==> src/rtl/alu_operand_stage_if.sv <==
// rtl/alu_operand_stage_if.sv - instruction-in / operand-out bus of the ALU operand stage
interface alu_operand_stage_if;
   logic        in_valid;
   logic        in_ready;
   logic [5:0]  opcode;
   logic [5:0]  funct;
   logic [4:0]  rs_idx;
   logic [4:0]  rt_idx;
   logic [4:0]  rd_idx;
   logic [31:0] rs_data;
   logic [31:0] rt_data;
   logic [15:0] imm16;
   logic        ex_fwd_valid;
   logic [4:0]  ex_fwd_reg;
   logic [31:0] ex_fwd_data;
   logic        ex_fwd_is_load;
   logic        wb_fwd_valid;
   logic [4:0]  wb_fwd_reg;
   logic [31:0] wb_fwd_data;
   logic        out_valid;
   logic        out_ready;
   logic [31:0] input_a;
   logic [31:0] input_b;
   logic [3:0]  control;
   logic [4:0]  dest_reg;
   logic        dest_we;
   logic        illegal;

   modport master (
      output in_valid, opcode, funct, rs_idx, rt_idx, rd_idx, rs_data, rt_data, imm16,
      output ex_fwd_valid, ex_fwd_reg, ex_fwd_data, ex_fwd_is_load,
      output wb_fwd_valid, wb_fwd_reg, wb_fwd_data, out_ready,
      input  in_ready, out_valid, input_a, input_b, control, dest_reg, dest_we, illegal
   );

   modport slave (
      input  in_valid, opcode, funct, rs_idx, rt_idx, rd_idx, rs_data, rt_data, imm16,
      input  ex_fwd_valid, ex_fwd_reg, ex_fwd_data, ex_fwd_is_load,
      input  wb_fwd_valid, wb_fwd_reg, wb_fwd_data, out_ready,
      output in_ready, out_valid, input_a, input_b, control, dest_reg, dest_we, illegal
   );
endinterface

==> src/rtl/alu_operand_stage.sv <==
// rtl/alu_operand_stage.sv - decode, immediate select and forwarding ahead of the ALU
module alu_operand_stage #(
   parameter bit FWD_EN = 1'b1
) (
   input logic           clock,
   input logic           reset_n,
   input logic           flush,
   alu_operand_stage_if.slave bus
);

   logic        out_valid_q;
   logic [31:0] input_a_q, input_a_d;
   logic [31:0] input_b_q, input_b_d;
   logic [3:0]  control_q, control_d;
   logic [4:0]  dest_reg_q, dest_reg_d;
   logic        dest_we_q, dest_we_d;
   logic        illegal_q, illegal_d;

   logic        reads_rt;
   logic        use_imm;
   logic        imm_zext;
   logic [31:0] imm_ext;
   logic        ex_hit_a, wb_hit_a, ex_hit_b, wb_hit_b;
   logic        load_hazard;
   logic        fill;

   // Opcode/funct decode into ALU control, destination and operand-source selects
   always_comb begin
      control_d  = 4'hF;
      illegal_d  = 1'b1;
      dest_we_d  = 1'b0;
      dest_reg_d = 5'd0;
      reads_rt   = 1'b0;
      use_imm    = 1'b0;
      imm_zext   = 1'b0;
      case (bus.opcode)
         6'h00: begin
            illegal_d = 1'b0;
            case (bus.funct)
               6'h20:   control_d = 4'h2;
               6'h21:   control_d = 4'h3;
               6'h22:   control_d = 4'h6;
               6'h23:   control_d = 4'h6;
               6'h24:   control_d = 4'h0;
               6'h25:   control_d = 4'h1;
               6'h27:   control_d = 4'hC;
               6'h2A:   control_d = 4'h7;
               default: illegal_d = 1'b1;
            endcase
            if (!illegal_d) begin
               dest_we_d  = 1'b1;
               dest_reg_d = bus.rd_idx;
               reads_rt   = 1'b1;
            end
         end
         6'h08, 6'h09, 6'h0A, 6'h0C, 6'h0D, 6'h23: begin
            illegal_d  = 1'b0;
            dest_we_d  = 1'b1;
            dest_reg_d = bus.rt_idx;
            use_imm    = 1'b1;
            case (bus.opcode)
               6'h09:   control_d = 4'h3;
               6'h0A:   control_d = 4'h7;
               6'h0C:   begin control_d = 4'h0; imm_zext = 1'b1; end
               6'h0D:   begin control_d = 4'h1; imm_zext = 1'b1; end
               default: control_d = 4'h2;
            endcase
         end
         6'h2B: begin
            illegal_d = 1'b0;
            control_d = 4'h2;
            use_imm   = 1'b1;
            reads_rt  = 1'b1;
         end
         6'h04: begin
            illegal_d = 1'b0;
            control_d = 4'h6;
            reads_rt  = 1'b1;
         end
         default: ;
      endcase
   end

   assign imm_ext = imm_zext ? {16'h0000, bus.imm16} : {{16{bus.imm16[15]}}, bus.imm16};

   // Register index 0 is hardwired, so it never matches a forwarding source
   assign ex_hit_a = FWD_EN && bus.ex_fwd_valid && (bus.ex_fwd_reg != 5'd0) && (bus.ex_fwd_reg == bus.rs_idx);
   assign wb_hit_a = FWD_EN && bus.wb_fwd_valid && (bus.wb_fwd_reg != 5'd0) && (bus.wb_fwd_reg == bus.rs_idx);
   assign ex_hit_b = FWD_EN && bus.ex_fwd_valid && (bus.ex_fwd_reg != 5'd0) && (bus.ex_fwd_reg == bus.rt_idx);
   assign wb_hit_b = FWD_EN && bus.wb_fwd_valid && (bus.wb_fwd_reg != 5'd0) && (bus.wb_fwd_reg == bus.rt_idx);

   // Operand muxes: EX beats WB beats register file; illegal instructions pass raw data
   always_comb begin
      input_a_d = bus.rs_data;
      input_b_d = bus.rt_data;
      if (!illegal_d) begin
         if (ex_hit_a)      input_a_d = bus.ex_fwd_data;
         else if (wb_hit_a) input_a_d = bus.wb_fwd_data;
      end
      if (use_imm)                   input_b_d = imm_ext;
      else if (reads_rt && ex_hit_b) input_b_d = bus.ex_fwd_data;
      else if (reads_rt && wb_hit_b) input_b_d = bus.wb_fwd_data;
   end

   // A load in EX has no data yet; stall any consumer of its destination
   assign load_hazard = bus.in_valid && bus.ex_fwd_valid && bus.ex_fwd_is_load
                        && (bus.ex_fwd_reg != 5'd0)
                        && ((bus.ex_fwd_reg == bus.rs_idx) || (reads_rt && (bus.ex_fwd_reg == bus.rt_idx)));

   assign bus.in_ready = (!out_valid_q || bus.out_ready) && !load_hazard && !flush;
   assign fill         = bus.in_valid && bus.in_ready;

   // Output register: flush kills, fill replaces, consume-without-fill drains
   always_ff @(posedge clock or negedge reset_n) begin
      if (!reset_n) begin
         out_valid_q <= 1'b0;
         input_a_q   <= 32'd0;
         input_b_q   <= 32'd0;
         control_q   <= 4'd0;
         dest_reg_q  <= 5'd0;
         dest_we_q   <= 1'b0;
         illegal_q   <= 1'b0;
      end else if (flush) begin
         out_valid_q <= 1'b0;
      end else if (fill) begin
         out_valid_q <= 1'b1;
         input_a_q   <= input_a_d;
         input_b_q   <= input_b_d;
         control_q   <= control_d;
         dest_reg_q  <= dest_reg_d;
         dest_we_q   <= dest_we_d;
         illegal_q   <= illegal_d;
      end else if (out_valid_q && bus.out_ready) begin
         out_valid_q <= 1'b0;
      end
   end

   assign bus.out_valid = out_valid_q;
   assign bus.input_a   = input_a_q;
   assign bus.input_b   = input_b_q;
   assign bus.control   = control_q;
   assign bus.dest_reg  = dest_reg_q;
   assign bus.dest_we   = dest_we_q;
   assign bus.illegal   = illegal_q;

endmodule

==> src/flat_wrapper.sv <==
// flat-port wrapper written by rule: the top's interface ports become plain ports
module alu_operand_stage_flat 
#(
   parameter bit FWD_EN = 1'b1
)
  (clock, reset_n, flush, bus_in_valid, bus_opcode, bus_funct, bus_rs_idx, bus_rt_idx, bus_rd_idx, bus_rs_data, bus_rt_data, bus_imm16, bus_ex_fwd_valid, bus_ex_fwd_reg, bus_ex_fwd_data, bus_ex_fwd_is_load, bus_wb_fwd_valid, bus_wb_fwd_reg, bus_wb_fwd_data, bus_out_ready, bus_in_ready, bus_out_valid, bus_input_a, bus_input_b, bus_control, bus_dest_reg, bus_dest_we, bus_illegal);
  alu_operand_stage_if bus_i ();
  input logic clock;
  input logic reset_n;
  input logic flush;
  input wire logic [$bits(bus_i.in_valid)-1:0] bus_in_valid;
  input wire logic [$bits(bus_i.opcode)-1:0] bus_opcode;
  input wire logic [$bits(bus_i.funct)-1:0] bus_funct;
  input wire logic [$bits(bus_i.rs_idx)-1:0] bus_rs_idx;
  input wire logic [$bits(bus_i.rt_idx)-1:0] bus_rt_idx;
  input wire logic [$bits(bus_i.rd_idx)-1:0] bus_rd_idx;
  input wire logic [$bits(bus_i.rs_data)-1:0] bus_rs_data;
  input wire logic [$bits(bus_i.rt_data)-1:0] bus_rt_data;
  input wire logic [$bits(bus_i.imm16)-1:0] bus_imm16;
  input wire logic [$bits(bus_i.ex_fwd_valid)-1:0] bus_ex_fwd_valid;
  input wire logic [$bits(bus_i.ex_fwd_reg)-1:0] bus_ex_fwd_reg;
  input wire logic [$bits(bus_i.ex_fwd_data)-1:0] bus_ex_fwd_data;
  input wire logic [$bits(bus_i.ex_fwd_is_load)-1:0] bus_ex_fwd_is_load;
  input wire logic [$bits(bus_i.wb_fwd_valid)-1:0] bus_wb_fwd_valid;
  input wire logic [$bits(bus_i.wb_fwd_reg)-1:0] bus_wb_fwd_reg;
  input wire logic [$bits(bus_i.wb_fwd_data)-1:0] bus_wb_fwd_data;
  input wire logic [$bits(bus_i.out_ready)-1:0] bus_out_ready;
  output wire logic [$bits(bus_i.in_ready)-1:0] bus_in_ready;
  output wire logic [$bits(bus_i.out_valid)-1:0] bus_out_valid;
  output wire logic [$bits(bus_i.input_a)-1:0] bus_input_a;
  output wire logic [$bits(bus_i.input_b)-1:0] bus_input_b;
  output wire logic [$bits(bus_i.control)-1:0] bus_control;
  output wire logic [$bits(bus_i.dest_reg)-1:0] bus_dest_reg;
  output wire logic [$bits(bus_i.dest_we)-1:0] bus_dest_we;
  output wire logic [$bits(bus_i.illegal)-1:0] bus_illegal;
  assign bus_i.in_valid = bus_in_valid;
  assign bus_i.opcode = bus_opcode;
  assign bus_i.funct = bus_funct;
  assign bus_i.rs_idx = bus_rs_idx;
  assign bus_i.rt_idx = bus_rt_idx;
  assign bus_i.rd_idx = bus_rd_idx;
  assign bus_i.rs_data = bus_rs_data;
  assign bus_i.rt_data = bus_rt_data;
  assign bus_i.imm16 = bus_imm16;
  assign bus_i.ex_fwd_valid = bus_ex_fwd_valid;
  assign bus_i.ex_fwd_reg = bus_ex_fwd_reg;
  assign bus_i.ex_fwd_data = bus_ex_fwd_data;
  assign bus_i.ex_fwd_is_load = bus_ex_fwd_is_load;
  assign bus_i.wb_fwd_valid = bus_wb_fwd_valid;
  assign bus_i.wb_fwd_reg = bus_wb_fwd_reg;
  assign bus_i.wb_fwd_data = bus_wb_fwd_data;
  assign bus_i.out_ready = bus_out_ready;
  assign bus_in_ready = bus_i.in_ready;
  assign bus_out_valid = bus_i.out_valid;
  assign bus_input_a = bus_i.input_a;
  assign bus_input_b = bus_i.input_b;
  assign bus_control = bus_i.control;
  assign bus_dest_reg = bus_i.dest_reg;
  assign bus_dest_we = bus_i.dest_we;
  assign bus_illegal = bus_i.illegal;
  alu_operand_stage #(.FWD_EN(FWD_EN)) u_core (.clock(clock), .reset_n(reset_n), .flush(flush), .bus(bus_i));
endmodule
==> config.mk <==
export PLATFORM = sky130hd
export DESIGN_NAME = alu_operand_stage_flat
export DESIGN_NICKNAME = d
export VERILOG_FILES = /design/src/rtl/alu_operand_stage_if.sv /design/src/rtl/alu_operand_stage.sv /design/src/flat_wrapper.sv
export SDC_FILE = /design/constraint.sdc
export NUM_CORES = 1
export LEC_CHECK = 0
export CORE_ASPECT_RATIO = 1.1
export CORE_MARGIN = 1
export CORE_UTILIZATION = 44
export CTS_CLUSTER_SIZE = 25
export DETAILED_ROUTE_END_ITERATION = 10
export PLACE_DENSITY_LB_ADDON = 0.12
export SYNTH_ARGS = -nofsm -noshare
export SYNTH_HDL_FRONTEND = slang
export SYNTH_SLANG_ARGS = --single-unit
export TNS_END_PERCENT = 100
==> constraint.sdc <==
create_clock -name clock -period 5.2 [get_ports clock]
set_input_delay 1.04 -clock clock [delete_from_list [all_inputs] [get_ports clock]]
set_output_delay 1.04 -clock clock [all_outputs]
set_load 0.02 [all_outputs]
* Word level (Yosys, flattened, before mapping)
Index checks and enable logic that the tools add are counted.
** Operators by class
- Add/sub/neg operators :: 0
- Multiply operators :: 0
- Div/mod/pow operators :: 0
- $lt $le $gt $ge :: 0
- Equal/unequal tests :: 20
- Shift operators :: 0
- Mux-type cells :: 24
- Bitwise logic cells :: 1
- Reduce and logical (&&, ||, !) cells :: 34
** Operators with widths (number)
- two-way mux 32 bit :: 7
- equality test 6 bit, second input constant :: 10
- equality test 6 x 4 -> 1 bit, second input constant :: 5
- one-hot mux 4 bit (7 select lines) :: 1
- equality test 5 bit :: 4
- logical AND 1 bit :: 17
- one-hot mux 4 bit (4 select lines) :: 1
- OR reduction 8 bit :: 2
- one-hot mux 3 bit (4 select lines) :: 1
- one-hot mux 5 bit (2 select lines) :: 1
- nonzero test 5 bit :: 2
- two-way mux 1 bit :: 9
- OR reduction 7 bit :: 1
- equality test 6 x 3 -> 1 bit, second input constant :: 1
- zero test 6 bit :: 1
- one-hot mux 1 bit (2 select lines) :: 3
- OR reduction 2 bit :: 3
- OR reduction 6 bit :: 1
- two-way mux 5 bit :: 1
- zero test 1 bit :: 3
- nonzero test 3 bit :: 1
- logical OR 1 bit :: 2
- AND reduction 2 bit :: 1
- NOT 1 bit :: 1
** Word-level totals
- Register bits :: 76
- Latch bits :: 0
- Memory bits (writable) :: 0
- ROM bits :: 0
- Input port bits :: 189
- Output and inout port bits :: 77
- Logic and storage cells :: 86
- Memories kept :: 0

* Depth between registers and ports, before layout
Gate-level depths: netlist of the first run.
- Depth in word-level cells :: 15
- Mapped depth :: 9
- Gate-level depth less buffers :: 6

* Worst setup path after synthesis of the first run
No wires, ideal clock.
- Kind :: in2out
- Start :: input bus_opcode[2]
- End :: output bus_in_ready
- Arrival :: 2716 ps
- Required time :: 4160 ps
- Path slack :: 1444 ps
- Cell stages on the path :: 7
- Path through :: buf_2 > or4b_1 > a2111o_1 > a211oi_2 > nor2_1 > nor3_1 > nor3_1
** On the way
- Longest elaborated chain between the ends :: 9
- Elaborated cells on any way between the ends :: 11
- Those cells by class :: 2 x eq/ne; 1 x mux; 8 x reduce/logical
** Ends and longest elaborated chain
- start, declared :: line flat_wrapper.sv:12 : input wire logic [$bits(bus_i.opcode)-1:0] bus_opcode;
- equality test 6 x 3 -> 1 bit / equality test 6 bit (equally long branches) :: line alu_operand_stage.sv:36 : case (bus.opcode)
- OR reduction 2 bit (no source line)
- one-hot mux 1 bit (2 select lines) (*) :: line alu_operand_stage.sv:36
- logical AND 1 bit (*) :: line alu_operand_stage.sv:108 : && ((bus.ex_fwd_reg == bus.rs_idx) || (reads_rt && (bus.ex_fwd_reg == bus.rt_idx)));
- logical OR 1 bit (*) :: line alu_operand_stage.sv:108
- logical AND 1 bit (*) :: line alu_operand_stage.sv:108
- zero test 1 bit (*) :: line alu_operand_stage.sv:110 : assign bus.in_ready = (!out_valid_q || bus.out_ready) && !load_hazard && !flush;
- logical AND 1 bit (*) (2 in series) :: line alu_operand_stage.sv:110
- end, declared :: line flat_wrapper.sv:28 : output wire logic [$bits(bus_i.in_ready)-1:0] bus_in_ready;
Every way passes the cells marked *; elsewhere a longest branch is shown, timed or not.

* Worst setup path after layout of the first run
Same ends and word-level chain as after synthesis.

==> out/results.ini, run 1 <==
[routing]
drc_errors = 0
wirelength_um = 20570
wl_per_cell_um = 19.89
dr.pass1.iters = 5
ant_nets = 0
dr_total_vias = 6175
vias_per_cell = 5.972
drtIter0Drc = 392

[power_and_ir_drop]
power.leakage_nw = 3.058
peakVddDrop_mv = 0.1487
seqPwrFrac_pct = 34.1
p_per_area_nw_per_um2 = 276.6
clkPwrFrac_pct = 29.1
combPwrFrac_pct = 36.7
switchingPower_mw = 0.7571
p_sw_share_pct = 33.49
intPower_mw = 1.504

[cts]
cts_root_buf = clkbuf_16
clkTransAtPathRegs_ps = 60
cts_buffer_depth = 2
htreeDepth = 3
clkSinkCount = 76
cts_setup_buffers = 0
cts_tree = yes
cts_resized = 0
cts_made_buffers = 9
holdBufCountCts = 0
insertion_delay_ps = 340

[setup_path]
startpoint_type = primary input
crit_type = primary input to output pin
max_stage_delay_ps = 580
crit_chain = clkdlybuf4s50_1 > or4b_1 > a2111o_1 > a211oi_2 > nor2_1 > nor3_1 > nor3_1 > clkdlybuf4s50_1
required_ps = 4160
worstPathArrival_ps = 3820
cpMaxStageDelayCell = or4b_1
critPathCaptureType = output pin
worstPathMaxFanout = 10

[timing]
tightest_slew_ps = 1098
report.final.setup_viol = 0
setup_ws_ps = 343.9
hold_violations = 0
drv_slew = 0
relSlewSlack_pct = 26.56
finalClockSkew_ps = 7.058
min_period_ps = 4856
hold_ws_ps = 475.5
setup_tns_ps = 0
finalCritPeriodShare_pct = 93.39
fmax_mhz = 205.9
rsz0062_at_grt = no

[synth]
yosysSeqAreaShare_pct = 36.90
yosysUniqueCellTypes = 47
synth_seq_cells = 76
avgSynthCellArea_um2 = 7.941
netlist_area_um2 = 5154
syn_inst = 649
yosysWarnings = 0
syn_nets = 838

[die]
chipHeight_um = 115.5
die_w_um = 105.2
start_util_pct = 45.05
dieArea_um2 = 12150
io_pins = 266
coreArea_um2 = 11440
row_count = 41

[placement]
place_worst_setup_slack_ps = 370.9
dp.final_hpwl_um = 14710
placement.cell_area_um2 = 7866
io_buffers = 265
gp_congestion = 0.9694

[grt]
antenna_found_initial = 0
grt_use_total_pct = 33.55
grt_pass1_vias = 5962
grt_overflow = 0
grt_max_degree = 77
grt_pass1_wl_um = 31530

[hold_path]
min_path_type = flop to flop

[flow_run]
maxCapViolCount = 0

[status]
outcome = complete, no violations

[final_layout]
fin_nets = 1068
drive_above_1_share_pct = 8.371
syn2layout_area_growth_pct = 58.61
antenna_cells = 0
final_cell_area_um2 = 8174

[synth_stat cells (all sizes together)]
master	number	area (um2)
a2111oi	16	140.1
and3b	1	8.760
buf	23	136.4
o221ai	1	8.760
and2	2	12.51
o21ai	105	525.5
nand2	80	305.3
a221oi	5	43.79
a2111o	1	11.26
a22oi	1	7.510
nand3b	16	120.1
o32ai	1	8.760
nand4b	1	8.760
a21o	2	15.01
nand3	17	85.08
clkbuf	36	135.1
nor3	24	120.1
a31oi	3	18.77
and3	18	112.6
nand2b	19	118.9
or4	3	22.52
or3	4	25.02
nor2	18	67.56
nor2b	3	18.77
nor4	1	6.260
o311ai	32	280.3
dfrtp	76	1902
nor3b	3	22.52
xor2	2	17.52
xnor2	18	157.7
o41ai	1	8.760
inv	18	67.56
a21oi	37	185.2
or4b	1	10.01
o211ai	2	20.02
or2	33	206.5
o21a	2	15.01
nand4	5	37.53
a211oi	18	140.1
[cells in the final DEF, fill, tap and decap left out, drive strengths merged, types with 2 or more instances in the layout]
| cell type | count |
|---|---|
| nand3b | 16 |
| clkdlybuf4s50 | 264 |
| a21oi | 37 |
| and3 | 18 |
| o311ai | 32 |
| or3 | 4 |
| nand2b | 19 |
| or2 | 33 |
| nor3b | 3 |
| o21ai | 105 |
| nand3 | 17 |
| nor3 | 24 |
| clkbuf | 9 |
| nor2 | 18 |
| nor2b | 3 |
| a221oi | 5 |
| a31oi | 3 |
| xor2 | 2 |
| a2111oi | 16 |
| nand4 | 5 |
| dfrtp | 76 |
| o21a | 2 |
| inv | 21 |
| a211oi | 18 |
| buf | 14 |
| or4 | 3 |
| o211ai | 2 |
| clkinvlp | 2 |
| a21o | 2 |
| and2 | 2 |
| nand2 | 80 |
| xnor2 | 18 |
[layout make-up]
class	instances	area [um2]
clock buffer	9	225.2
clock inverter	7	82.58
fill	939	3266
inverter	18	67.56
multi-input combinational	496	2962
sequential	76	1902
tap	150	187.7
timing repair buffer	278	2748
[layer usage]
metal	part of all wire, %	track usage [%]	wire (um)
met5	0	0	0
met2	47	56.05	9759
met1	38	39.18	7846
met4	5.5	19.44	1134
met3	8.9	8.999	1829
[power by group through the flow]
stage	registers [mW]	logic (mW)	clock network, mW
floorplan	0.917	0.215	0
global placement	0.775	0.815	0
detailed placement	0.780	0.827	0
CTS	0.771	0.830	0.664
global route	0.785	0.882	0.688
finish	0.772	0.830	0.659
[worst paths after layout]
kind | cells after the start | end | slack (ps) | from
max | 8 | bus_in_ready | 340 | bus_opcode[2]
min | 1 | u_core.bus.control[2] | 480 | u_core.bus.control[2]
max reg2reg | 7 | u_core.bus.input_b[0] | 2940 | u_core.bus.out_valid
min reg2reg | 1 | u_core.bus.control[2] | 480 | u_core.bus.control[2]
min in group asynchronous | 1 | u_core.bus.control[2] | 850 | reset_n
max in group asynchronous | 1 | u_core.bus.input_b[14] | 3690 | reset_n
[cells by family (layout without fill, tap and decap cells)]
logic type / count (synthesis) / after routing / synth area share (%)
simple gates: 249 / 249 / 25.39
compound gates: 227 / 227 / 27.72
buf+inv: 77 / 312 / 6.579
flops: 76 / 76 / 36.90
xor+xnor: 20 / 20 / 3.399
[per-stage QoR]
step           power (mW)  instances  utilization, %
2_1_floorplan       1.132        649               -
3_3_place_gp        1.590       1018           68.76
3_5_place_dp        1.606       1018           68.76
4_1_cts             2.265       1034           71.45
5_1_grt             2.355       1034           71.45
6_report            2.261       1034           71.45
[critical path, delay by kind of cell]
kind	cells	cell delay, ps
AND/OR/NAND/NOR	4	930
AO/OA/AOI/OAI	2	740
buffers and inverters	2	1100
(Power assumes the default switching activity.)
==> run 2: changes to the inputs <==
Settings changed: CORE_MARGIN 1 to not set, HOLD_SLACK_MARGIN set to 0.02.
==> results of run 2 <==
Final layout, timing and power as in run 1 (identical DEF).
==> run 3: changes to the inputs <==
Settings changed: CORE_MARGIN set to 1.5, GPL_ROUTABILITY_DRIVEN set to 0, SLEW_MARGIN set to 10.
==> out/results.ini, run 3 (synthesized netlist as in run 1, its figures left out) <==
[die]
coreArea_um2 = 11440  ; unchanged
start_util_pct = 45.05  ; unchanged
dieArea_um2 = 12370  ; +1.8%
row_count = 41  ; unchanged
die_w_um = 106.2  ; +0.95%
io_pins = 266  ; unchanged
chipHeight_um = 116.5  ; +0.87%

[final_layout]
fin_util_pct = 71.42  ; about the same
fillers = 912  ; -2.9%
fin_nets = 1066  ; -0.19%
drive_above_1_share_pct = 8.050  ; -0.32 points
multiInputGateArea_um2 = 2962  ; unchanged
layout_common_cells = clkdlybuf4s50_1, nand2_1, dfrtp_1
final-seq-area_um2 = 1902  ; unchanged
layout_commonest_cell = clkdlybuf4s50_1
antenna_cells = 0  ; unchanged
syn2layout_area_growth_pct = 58.53  ; about the same
final_cell_area_um2 = 8170  ; about the same

[setup_path]
crit_type = primary input to output pin
worstPathMaxFanout = 10  ; unchanged
worstReg2RegStart = u_core.bus.out_valid
required_ps = 4160  ; about the same
rrSetupSlack_ps = 2830  ; -110 ps
reg2reg_depth = 7  ; unchanged
worstPathArrival_ps = 3880  ; +60 ps
r2r-end = u_core.bus.input_b[2]
critPathCaptureType = output pin
startpoint_type = primary input

[timing]
hold_violations = 0  ; unchanged
drv_slew = 0  ; unchanged
finalClockSkew_ps = 5.679  ; -1.379 ps
setup_tns_ps = 0  ; unchanged
fmax_mhz = 203.2  ; -1.3%
setup_ws_ps = 278.7  ; -65.23 ps
tightest_slew_ps = 1089  ; -8.185 ps
min_period_ps = 4921  ; +65.23 ps
finalCritPeriodShare_pct = 94.64  ; +1.3 points
rsz0062_at_grt = no
relSlewSlack_pct = 27.11  ; +0.55 points
report.final.setup_viol = 0  ; unchanged

[cts]
cts_buffer_depth = 2  ; unchanged
cts_resized = 0  ; unchanged
insertion_delay_ps = 340  ; about the same
clkTransAtPathRegs_ps = 60  ; about the same
cts_setup_buffers = 0  ; unchanged
cts_tree = yes
holdBufCountCts = 0  ; unchanged
htreeDepth = 3  ; unchanged
cts_root_buf = clkbuf_16
cts_made_buffers = 9  ; unchanged
clkSinkCount = 76  ; unchanged

[routing]
drc_errors = 0  ; unchanged
met3WireLength_um = 1622  ; -11%
ant_nets = 0  ; unchanged
m1WireLength_um = 7959  ; +1.4%
wl_per_cell_um = 20.03  ; +0.69%
dr_total_vias = 6127  ; -0.78%
met2_length_um = 10110  ; +3.6%
drtIter0Drc = 508  ; +30%
dr.pass1.iters = 5  ; unchanged
vias_per_cell = 5.937  ; -0.59%
highest_layer = met4
wirelength_um = 20670  ; +0.50%

[hold_path]
hp-start = u_core.bus.control[2]
min_path_type = flop to flop
hold_depth = 1  ; unchanged
hold-path-endpoint = u_core.bus.control[2]

[power_and_ir_drop]
peakVddDrop_mv = 0.2135  ; +44%
p_per_area_nw_per_um2 = 273.2  ; -1.2%
power.leakage_nw = 3.055  ; -0.11%
total_power_mw = 2.232  ; -1.2%

[placement]
io_buffers = 265  ; unchanged
dp.final_hpwl_um = 14870  ; +1.1%
placement.cell_area_um2 = 7876  ; +0.13%
place_worst_setup_slack_ps = 357.6  ; -13.26 ps

[grt]
grt_max_degree = 77  ; unchanged
grt_pass1_vias = 5981  ; +0.32%
grt_overflow = 0  ; unchanged
antenna_found_initial = 0  ; unchanged
grt_pass1_wl_um = 31530  ; unchanged
grt_use_total_pct = 33.02  ; -0.52 points

[status]
outcome = complete, no violations

[flow_run]
maxCapViolCount = 0  ; unchanged

-- run 3: critical path: stages --
cell	delay, ps
clkdlybuf4s50_1	580
or4b_1	590
a2111o_1	440
a211oi_2	330
nor2_1	100
nor3_1	190
nor3_1	70
clkdlybuf4s50_1	540
-- run 3: where the power goes --
part / leakage, nW / internal, mW / switching, mW
registers: 0.927 / 0.706 / 0.0656
logic: 1.98 / 0.419 / 0.415
clock network: 0.142 / 0.372 / 0.256
-- run 3: routing by layer --
metal	vias up	global-route usage, %
met5	-	0
met4	0	17.03
met3	60	7.757
met2	343	56.99
met1	2899	38.53
li1	2825	-
-- run 3: worst max-delay path by stage --
stage / depth (start not counted) / slack (ps) / endpoint / start
CTS: 8 / 330 / bus_in_ready / bus_opcode[2]
global placement: 8 / 420 / bus_in_ready / bus_opcode[2]
finish: 8 / 280 / bus_in_ready / bus_opcode[2]
global route: 8 / 180 / bus_in_ready / bus_opcode[2]
detailed placement: 8 / 360 / bus_in_ready / bus_opcode[2]
floorplan: 7 / 1440 / bus_in_ready / bus_opcode[2]
-- run 3: cell type report --
cell class | instances | area share (%)
clock buffers | 10 | 2.802
clock inverters | 6 | 0.7963
inverters | 18 | 0.8270
multi-input cells | 496 | 36.25
flip-flops and latches | 76 | 23.28
well taps | 150 | 2.297
repair buffers | 276 | 33.75
-- run 3: through the flow --
| step | std cells | hold WS [ps] |
|---|---|---|
| 4_1_cts | 1032 | 485.2 |
| 6_report | 1032 | 481.5 |
| 3_3_place_gp | 1016 | 458.9 |
| 2_1_floorplan | 649 | 571.6 |
| 3_5_place_dp | 1016 | 473.0 |
| 5_1_grt | 1032 | 508.2 |
